**src/rtl/register_file.sv**
```systemverilog
// RV32I integer register file: 31 stored registers plus hardwired-zero x0, two async read ports, one write port.
// Optional write-through bypass on the read ports when compiled with REGISTER_FILE_BYPASS_EN.

// N-bit storage register with synchronous clear and load enable.
// Latency: value visible one cycle after the enabled edge.
// Backpressure: none, accepts a load on every enabled edge.
module register_file_reg #(
    parameter int N = 32
) (
    input  logic         clk,
    input  logic         rst,
    input  logic         i_en,
    input  logic [N-1:0] i_d,
    output logic [N-1:0] o_q
);
    logic [N-1:0] r_q;

    always_ff @(posedge clk) begin
        if (rst) begin
            r_q <= '0;
        end else if (i_en) begin
            r_q <= i_d;
        end
    end

    assign o_q = r_q;
endmodule

// 16:1 N-bit multiplexer over a flat bus, entry k at bits [k*N +: N].
// Latency: combinational.
// Backpressure: none.
module register_file_mux16 #(
    parameter int N = 32
) (
    input  logic [16*N-1:0] i_in,
    input  logic [3:0]      i_sel,
    output logic [N-1:0]    o_out
);
    assign o_out = i_in[int'(i_sel)*N +: N];
endmodule

// 32:1 read port: two 16:1 banks and a final 2:1 stage on the address MSB.
// Latency: combinational.
// Backpressure: none.
module register_file_rdport #(
    parameter int N = 32
) (
    input  logic [32*N-1:0] i_bank,
    input  logic [4:0]      i_addr,
    output logic [N-1:0]    o_data
);
    logic [N-1:0] w_lo;
    logic [N-1:0] w_hi;

    register_file_mux16 #(.N(N)) u_lo (
        .i_in  (i_bank[16*N-1:0]),
        .i_sel (i_addr[3:0]),
        .o_out (w_lo)
    );

    register_file_mux16 #(.N(N)) u_hi (
        .i_in  (i_bank[32*N-1:16*N]),
        .i_sel (i_addr[3:0]),
        .o_out (w_hi)
    );

    assign o_data = i_addr[4] ? w_hi : w_lo;
endmodule

// Register file top: 2 read ports (zero-cycle), 1 write port (visible next cycle).
// Latency: reads combinational; writes land on the rising edge.
// Backpressure: none, one write and two reads accepted every cycle.
module register_file #(
    parameter int N        = 32,
    parameter int NUM_REGS = 32,
    parameter int A        = $clog2(NUM_REGS)
) (
    input  logic         clk,
    input  logic         rst,
    input  logic         wr_ena,
    input  logic [A-1:0] wr_addr,
    input  logic [N-1:0] wr_data,
    input  logic [A-1:0] rd_addr0,
    output logic [N-1:0] rd_data0,
    input  logic [A-1:0] rd_addr1,
    output logic [N-1:0] rd_data1
);
    logic [NUM_REGS-1:1]  w_we;
    logic [NUM_REGS*N-1:0] w_bank;
    logic [N-1:0]          w_rd0;
    logic [N-1:0]          w_rd1;

    // Decoder output 0 is never built: x0 has no storage to enable.
    always_comb begin
        w_we = '0;
        for (int i = 1; i < NUM_REGS; i++) begin
            w_we[i] = wr_ena && (wr_addr == A'(i));
        end
    end

    assign w_bank[N-1:0] = '0;

    for (genvar g = 1; g < NUM_REGS; g++) begin : g_regs
        register_file_reg #(.N(N)) u_reg (
            .clk  (clk),
            .rst  (rst),
            .i_en (w_we[g]),
            .i_d  (wr_data),
            .o_q  (w_bank[g*N +: N])
        );
    end

    register_file_rdport #(.N(N)) u_rd0 (
        .i_bank (w_bank),
        .i_addr (rd_addr0),
        .o_data (w_rd0)
    );

    register_file_rdport #(.N(N)) u_rd1 (
        .i_bank (w_bank),
        .i_addr (rd_addr1),
        .o_data (w_rd1)
    );

`ifdef REGISTER_FILE_BYPASS_EN
    logic w_wr_live;
    logic w_byp0;
    logic w_byp1;

    // wr_addr != 0 also keeps a bypassed read of x0 from ever showing wr_data.
    assign w_wr_live = wr_ena && !rst && (wr_addr != '0);
    assign w_byp0    = w_wr_live && (rd_addr0 == wr_addr);
    assign w_byp1    = w_wr_live && (rd_addr1 == wr_addr);
    assign rd_data0  = w_byp0 ? wr_data : w_rd0;
    assign rd_data1  = w_byp1 ? wr_data : w_rd1;
`else
    assign rd_data0 = w_rd0;
    assign rd_data1 = w_rd1;
`endif
endmodule
```
**config.mk**
```make
export PLATFORM = sky130hd
export DESIGN_NAME = register_file
export DESIGN_NICKNAME = d
export VERILOG_FILES = /design/src/rtl/register_file.sv
export SDC_FILE = /design/constraint.sdc
export NUM_CORES = 2
export LEC_CHECK = 0
export BUFFER_PORTS_ARGS = -buffer_cell sky130_fd_sc_hd__buf_2
export CAP_MARGIN = 15
export CORE_ASPECT_RATIO = 1.75
export CORE_MARGIN = 2
export CORE_UTILIZATION = 33
export CTS_BUF_LIST = sky130_fd_sc_hd__clkbuf_4
export CTS_CLUSTER_SIZE = 16
export DETAILED_ROUTE_END_ITERATION = 7
export PLACE_DENSITY = 0.51
export SYNTH_ARGS = -nofsm -noshare
export SYNTH_HDL_FRONTEND = slang
export SYNTH_SLANG_ARGS = --single-unit
```
**constraint.sdc**
```tcl
create_clock -name clk -period 1.61 [get_ports clk]
set_input_delay 0.161 -clock clk [delete_from_list [all_inputs] [get_ports clk]]
set_output_delay 0.161 -clock clk [all_outputs]
set_load 0.05 [all_outputs]
```
# Word level (Yosys, flattened, before mapping)
# Index checks and enable logic that the tools add are counted.
[op_classes] mux=2 n_eq_ne=31 n_shift=4 reduce_logical=31
[op_table] op="variable part select 512 x 10 -> 32 bit" n=4
[op_table] op="== test 5 bit, second input constant" n=16
[op_table] op="two-way mux 32 bit" n=2
[op_table] op="== test 5 x 4 -> 1 bit, second input constant" n=8
[op_table] op="logical AND 1 bit" n=31
[op_table] op="== test 5 x 3 -> 1 bit, second input constant" n=4
[op_table] op="== test 5 x 2 -> 1 bit, second input constant" n=2
[op_table] op="== test 5 x 1 -> 1 bit, second input constant" n=1
[word_totals] wordCells=99 inputBits=50 reg_bits=992

# Longest topological paths before layout
[logic_depth] depth_word=2 depth_mapped=9

# Cells and area by module
# A second synthesis with hierarchy kept.
[hier_totals] hier_cells=4396 hier_area_um2=52305.2
[by_module_without_submodules] mod="register_file_reg" instances=31 seq_area_each_um2=640.6 cells_per_inst=103 area_per_inst_um2=1163.6
[by_module_without_submodules] mod="register_file_mux16" instances=4 seq_area_each_um2=0.0 cells_per_inst=271 area_per_inst_um2=3728.6
[by_module_without_submodules] mod="register_file_rdport" instances=2 seq_area_each_um2=0.0 cells_per_inst=36 area_per_inst_um2=544.3
[by_module_without_submodules] mod="register_file" instances=1 seq_area_each_um2=0.0 cells_per_inst=47 area_per_inst_um2=230.2

# Least setup slack after synthesis
# No wires, ideal clock.
[synth_path] path_type="input to output" from="input port rd_addr0[0]" to="output port rd_data0[10]" required_time_ns=1.449 stages=7 arrival_ns=1.865 path_slack_ns=-0.416 cell_sequence="buf_2 -> clkbuf_1 -> mux2_2 -> a221oi_1 -> nor3_1 -> a31oi_1 -> nand3_1"
[synth_between] elab_chain_len=2 elab_cells_between_ends=3 cone_classes="shift: 2; mux: 1"
[synth_rtl] element="start: declaration" line="83" rtl="input logic [A-1:0] rd_addr0,"
[synth_rtl] element="variable part select 512 x 10 -> 32 bit" line="39" rtl="assign o_out = i_in[int'(i_sel)*N +: N];"
[synth_rtl] element="two-way mux 32 bit *" line="67" rtl="assign o_data = i_addr[4] ? w_hi : w_lo;"
[synth_rtl] element="end: declaration" line="84" rtl="output logic [N-1:0] rd_data0,"
# Every way passes the cells marked *; elsewhere a longest branch is shown, timed or not.

# Worst setup path in the final report
[layout_path] from="register g_regs[3].u_reg.r_q[17]" to="output port rd_data0[17]"
[layout_between] elab_chain_len=2
[layout_rtl] element="start: declaration" line="16" rtl="logic [N-1:0] r_q;"
[layout_rtl] element="start signal: assignment" line="22" rtl="r_q <= i_d;"
[layout_rtl] element="variable part select 512 x 10 -> 32 bit" line="39"
[layout_rtl] element="two-way mux 32 bit" line="67"
# Every way passes these cells.

==> results by group <==
Cells and area
  – Final Core Density: 42.5%
  – Post-route cell area: 0.0657 mm^2
  – Max reg flops: 992
  – Area grow syn2layout: 28.1%
  – Final-stage net count: 6996
  – # fillers: 15443
  – Layout cell share with drive strength beyond 1: 22.0%
  – Final standard cell count with taps included and fillers excluded: 9146

Power and ir drop
  – Power after layout: 54.4 mW
  – Clock power frac: 38.2%
  – Cell-internal power: 37.9 mW
  – Power per cell area: 828 mW/mm^2
  – Leakage power: 24.3 nW
  – Net switching power: 16.5 mW
  – Max VDD drop: 0.540 mV
  – Proportion of power drawn by combinational gates: 16.1%
  – Switching share of power: 30.3%
  – Fraction of power consumed by sequential logic: 45.7%

Route
  – DRT Pass-1 Iters: 6
  – Violation count after the first detailed-routing iteration: 3792
  – Mean routed wirelength per cell: 24.2 um
  – Via Count: 51086
  – DRC: 0
  – Average via count per standard cell: 5.59
  – DRT antenna net count: 0
  – Total Wirelength: 221000 um

Floorplanning
  – Die area: 0.159 mm^2
  – Vert. Die Dim: 526 um
  – Die outline width: 302 um
  – # rows: 191
  – Total I/O pin count: 114
  – Initial core utilization: 33.2%
  – Core Footprint: 0.155 mm^2

Placement
  – Number of I/O port buffers: 113
  – Standard cell area after detailed placement: 0.0608 mm^2
  – Worst slack at placement: -0.920 ns
  – Placed Instances: 8647
  – Half-perimeter wire length after detailed placement: 143000 um
  – Final RePlAce weighted congestion: 0.866

Setup path
  – Start-to-end type of the worst setup path: flip-flop to output port
  – Critical path required time: 1.45 ns
  – Critical-path top delay cell: sky130_fd_sc_hd__mux4_2
  – Crit path arrival time: 2.92 ns
  – Crit Path Max Fanout: 3
  – Worst path max stage delay: 0.45 ns
  – List of cells traversed by the critical path: mux4_2 > nor2b_1 > nor3_1 > a31oi_2 > buf_4 > nand3_4 > buf_6
  – Kind of launch point of the worst setup path: flip-flop
  – Critical path endpoint category: output port

Synth
  – Share of async-settable or async-resettable flops after synthesis: 0%
  – Sequential share of the synthesized area: 38.7%
  – Cell area after synthesis: 0.0513 mm^2
  – Combinational family with the most area after synthesis: simple AND/OR/NAND/NOR gates
  – Fraction of the mapped netlist area in compound gates: 16.6%
  – Post-Synthesis Mean Instance Area: 7.79 um^2
  – Fraction of synthesized area in multiplexers: 19.2%
  – Adder-cell share of the synthesized area: 0%
  – Post-Syn Instances: 6580
  – Flop and latch count out of synthesis: 992
  – Yosys warning total: 0
  – Yosys cell types: 30
  – Number of nets produced by synthesis: 6630
  – Synth Area in Simple Gates: 19.9%
  – Xor and xnor area share after synthesis: 0%
  – Count of flip-flops with a built-in enable after synthesis: 0
  – Commonest register cell after synthesis: sky130_fd_sc_hd__dfxtp_1

Timing
  – Slew HR: 44.5%
  – Least-Margin Pin Slew: 0.830 ns
  – Final worst-path setup slack: -1.47 ns
  – Unrepaired setup endpoints after global routing: yes
  – Total setup violations reported at the end of the flow: 64
  – Final total negative setup slack: -84.54 ns
  – Number of pins exceeding their max-slew limit in the final report: 0
  – Post-route fraction of the period consumed by the critical path: 192%
  – Minimum clock period: 3.08 ns
  – Highest achievable clock rate: 324 MHz
  – Final hold violations: 0
  – Clk_skew: 0 ns
  – Final Hold Slack: 0.0904 ns

Clocking
  – Max Root-Sink Buffers: 4
  – Number of buffers created by CTS: 240
  – CTS sink cnt: 992
  – Clock tree from TritonCTS: yes
  – Total number of H-tree levels: 4
  – Post-CTS clock slew at the launch and capture registers of the worst setup and hold paths: 0.07 ns
  – Clk Tree Root Cell: sky130_fd_sc_hd__clkbuf_4
  – Clock insertion delay at the later pin of the skew report: 1.15 ns

Outcome
  – Outcome: finished, violations left
  – Violated checks: setup timing

Global route
  – Wire length of the first global-routing pass: 322000 um
  – Maximum number of pins on one net before global-route repair: 93
  – Total Routing Usage GR: 26.8%
  – Vias in the first global route: 50155
  – Remaining global-route overflow: 0
  – Initial antenna violation count: 4

Worst hold path
  – Kind of path behind the tightest hold check: primary input to flip-flop

Flow run
  – Number of maximum-capacitance violations: 0
-- path summary, 6_finish.rpt --
check,startpoint,end,slack [ns],cells after the start
min reg2reg,g_regs[19].u_reg.o_q[23],g_regs[19].u_reg.o_q[23],0.46,2
max,g_regs[3].u_reg.o_q[17],rd_data0[17],-1.47,7
max reg2reg,g_regs[16].u_reg.o_q[12],g_regs[16].u_reg.o_q[12],0.43,3
min,rst,g_regs[19].u_reg.o_q[15],0.09,4
-- layout make-up --
cell class | count | area [um^2] | share of cell area [%]
Timing Repair Buffer | 776 | 9370 | 14.3
Sequential cell | 992 | 20000 | 30.4
Antenna cell | 7 | 17.5 | 0.0267
Tap cell | 2026 | 2530 | 3.86
Clock buffer | 339 | 2540 | 3.87
Multi-Input combinational cell | 4936 | 31000 | 47.2
Clock inverter | 70 | 295 | 0.450
-- critical path, delay by kind of cell (launching register included) --
family | cells | cell delay (ns)
muxes | 1 | 0.45
buffers and inverters | 2 | 0.35
DFF | 1 | 0.33
and+or+nand+nor | 3 | 0.31
AOI/OAI and AO/OA | 1 | 0.31
-- power groups by stage --
stage	Combinational [mW]	Sequential, mW	Clock, mW
floorplan	4.50	25.4	0
global placement	8.24	25.4	0
detailed placement	8.24	25.4	0
CTS	8.55	24.8	21.3
global route	9.07	24.9	22.4
finish	8.75	24.8	20.8
-- cells in the final DEF (no fill, tap or decap), types with 8 or more instances in the layout --
cell type                          n
sky130_fd_sc_hd__a221oi_4         17
sky130_fd_sc_hd__dlygate4sd3_1    65
sky130_fd_sc_hd__buf_12          261
sky130_fd_sc_hd__nor2b_1          19
sky130_fd_sc_hd__nor4_4            8
sky130_fd_sc_hd__mux2_2           53
sky130_fd_sc_hd__nand2_2          21
sky130_fd_sc_hd__nand3_1         128
sky130_fd_sc_hd__buf_8             8
sky130_fd_sc_hd__buf_6            18
sky130_fd_sc_hd__nor2b_4          19
sky130_fd_sc_hd__clkinv_1         63
sky130_fd_sc_hd__a21oi_1        1120
sky130_fd_sc_hd__dfxtp_2          71
sky130_fd_sc_hd__buf_4           378
sky130_fd_sc_hd__buf_2            41
sky130_fd_sc_hd__nor2b_2          36
sky130_fd_sc_hd__a221oi_2         47
sky130_fd_sc_hd__nand3_4          64
sky130_fd_sc_hd__a22oi_1         256
sky130_fd_sc_hd__nand2_1        2127
sky130_fd_sc_hd__a31oi_1          51
sky130_fd_sc_hd__clkbuf_4        339
sky130_fd_sc_hd__a31oi_4           8
sky130_fd_sc_hd__nor3_1           18
sky130_fd_sc_hd__mux4_2           64
sky130_fd_sc_hd__dfxtp_1         920
sky130_fd_sc_hd__nor2_4           14
sky130_fd_sc_hd__nor3_4           21
sky130_fd_sc_hd__nor3_2           37
sky130_fd_sc_hd__mux2_4           11
sky130_fd_sc_hd__mux2i_1         768
-- metal layers --
metal	GRT usage [%]	share of wire [%]	up-vias
li1	-	-	23512
met1	31.9	38	24694
met2	46.3	50	2154
met3	3.46	6.4	722
met4	14.5	5.9	4
met5	0	0.012	-
-- synthesized netlist by cell type, drive strengths merged, types with 21 or more instances --
library cell,instances,area share [%]
a221oi,64,1.1
dfxtp,992,39
nand3,192,1.9
a21oi,1120,11
mux2i,768,15
a31oi,64,0.78
nor2b,74,0.90
mux4,64,2.8
nor2,21,0.17
a22oi,256,3.7
nor3,76,0.86
buf,225,2.4
mux2,64,1.4
nand2,2148,16
clkbuf,427,3.1
-- timing repair --
action | in CTS | in global routing
gates cloned | 0 | 5
gates resized for setup | 164 | 120
buffers inserted | 2 | 12
hold buffers | 67 | 3
endpoints found under the hold margin | 992 | 83
pin swaps | 20 | 31
endpoints found under the setup margin | 64 | 553
-- cell families after synthesis --
| group | count (synthesis) |
|---|---|
| muxes | 896 |
| and+or+nand+nor | 2536 |
| buffers and inverters | 652 |
| DFF | 992 |
| AOI/OAI and AO/OA | 1504 |
No activity file was read; power rests on OpenSTA's default activity.
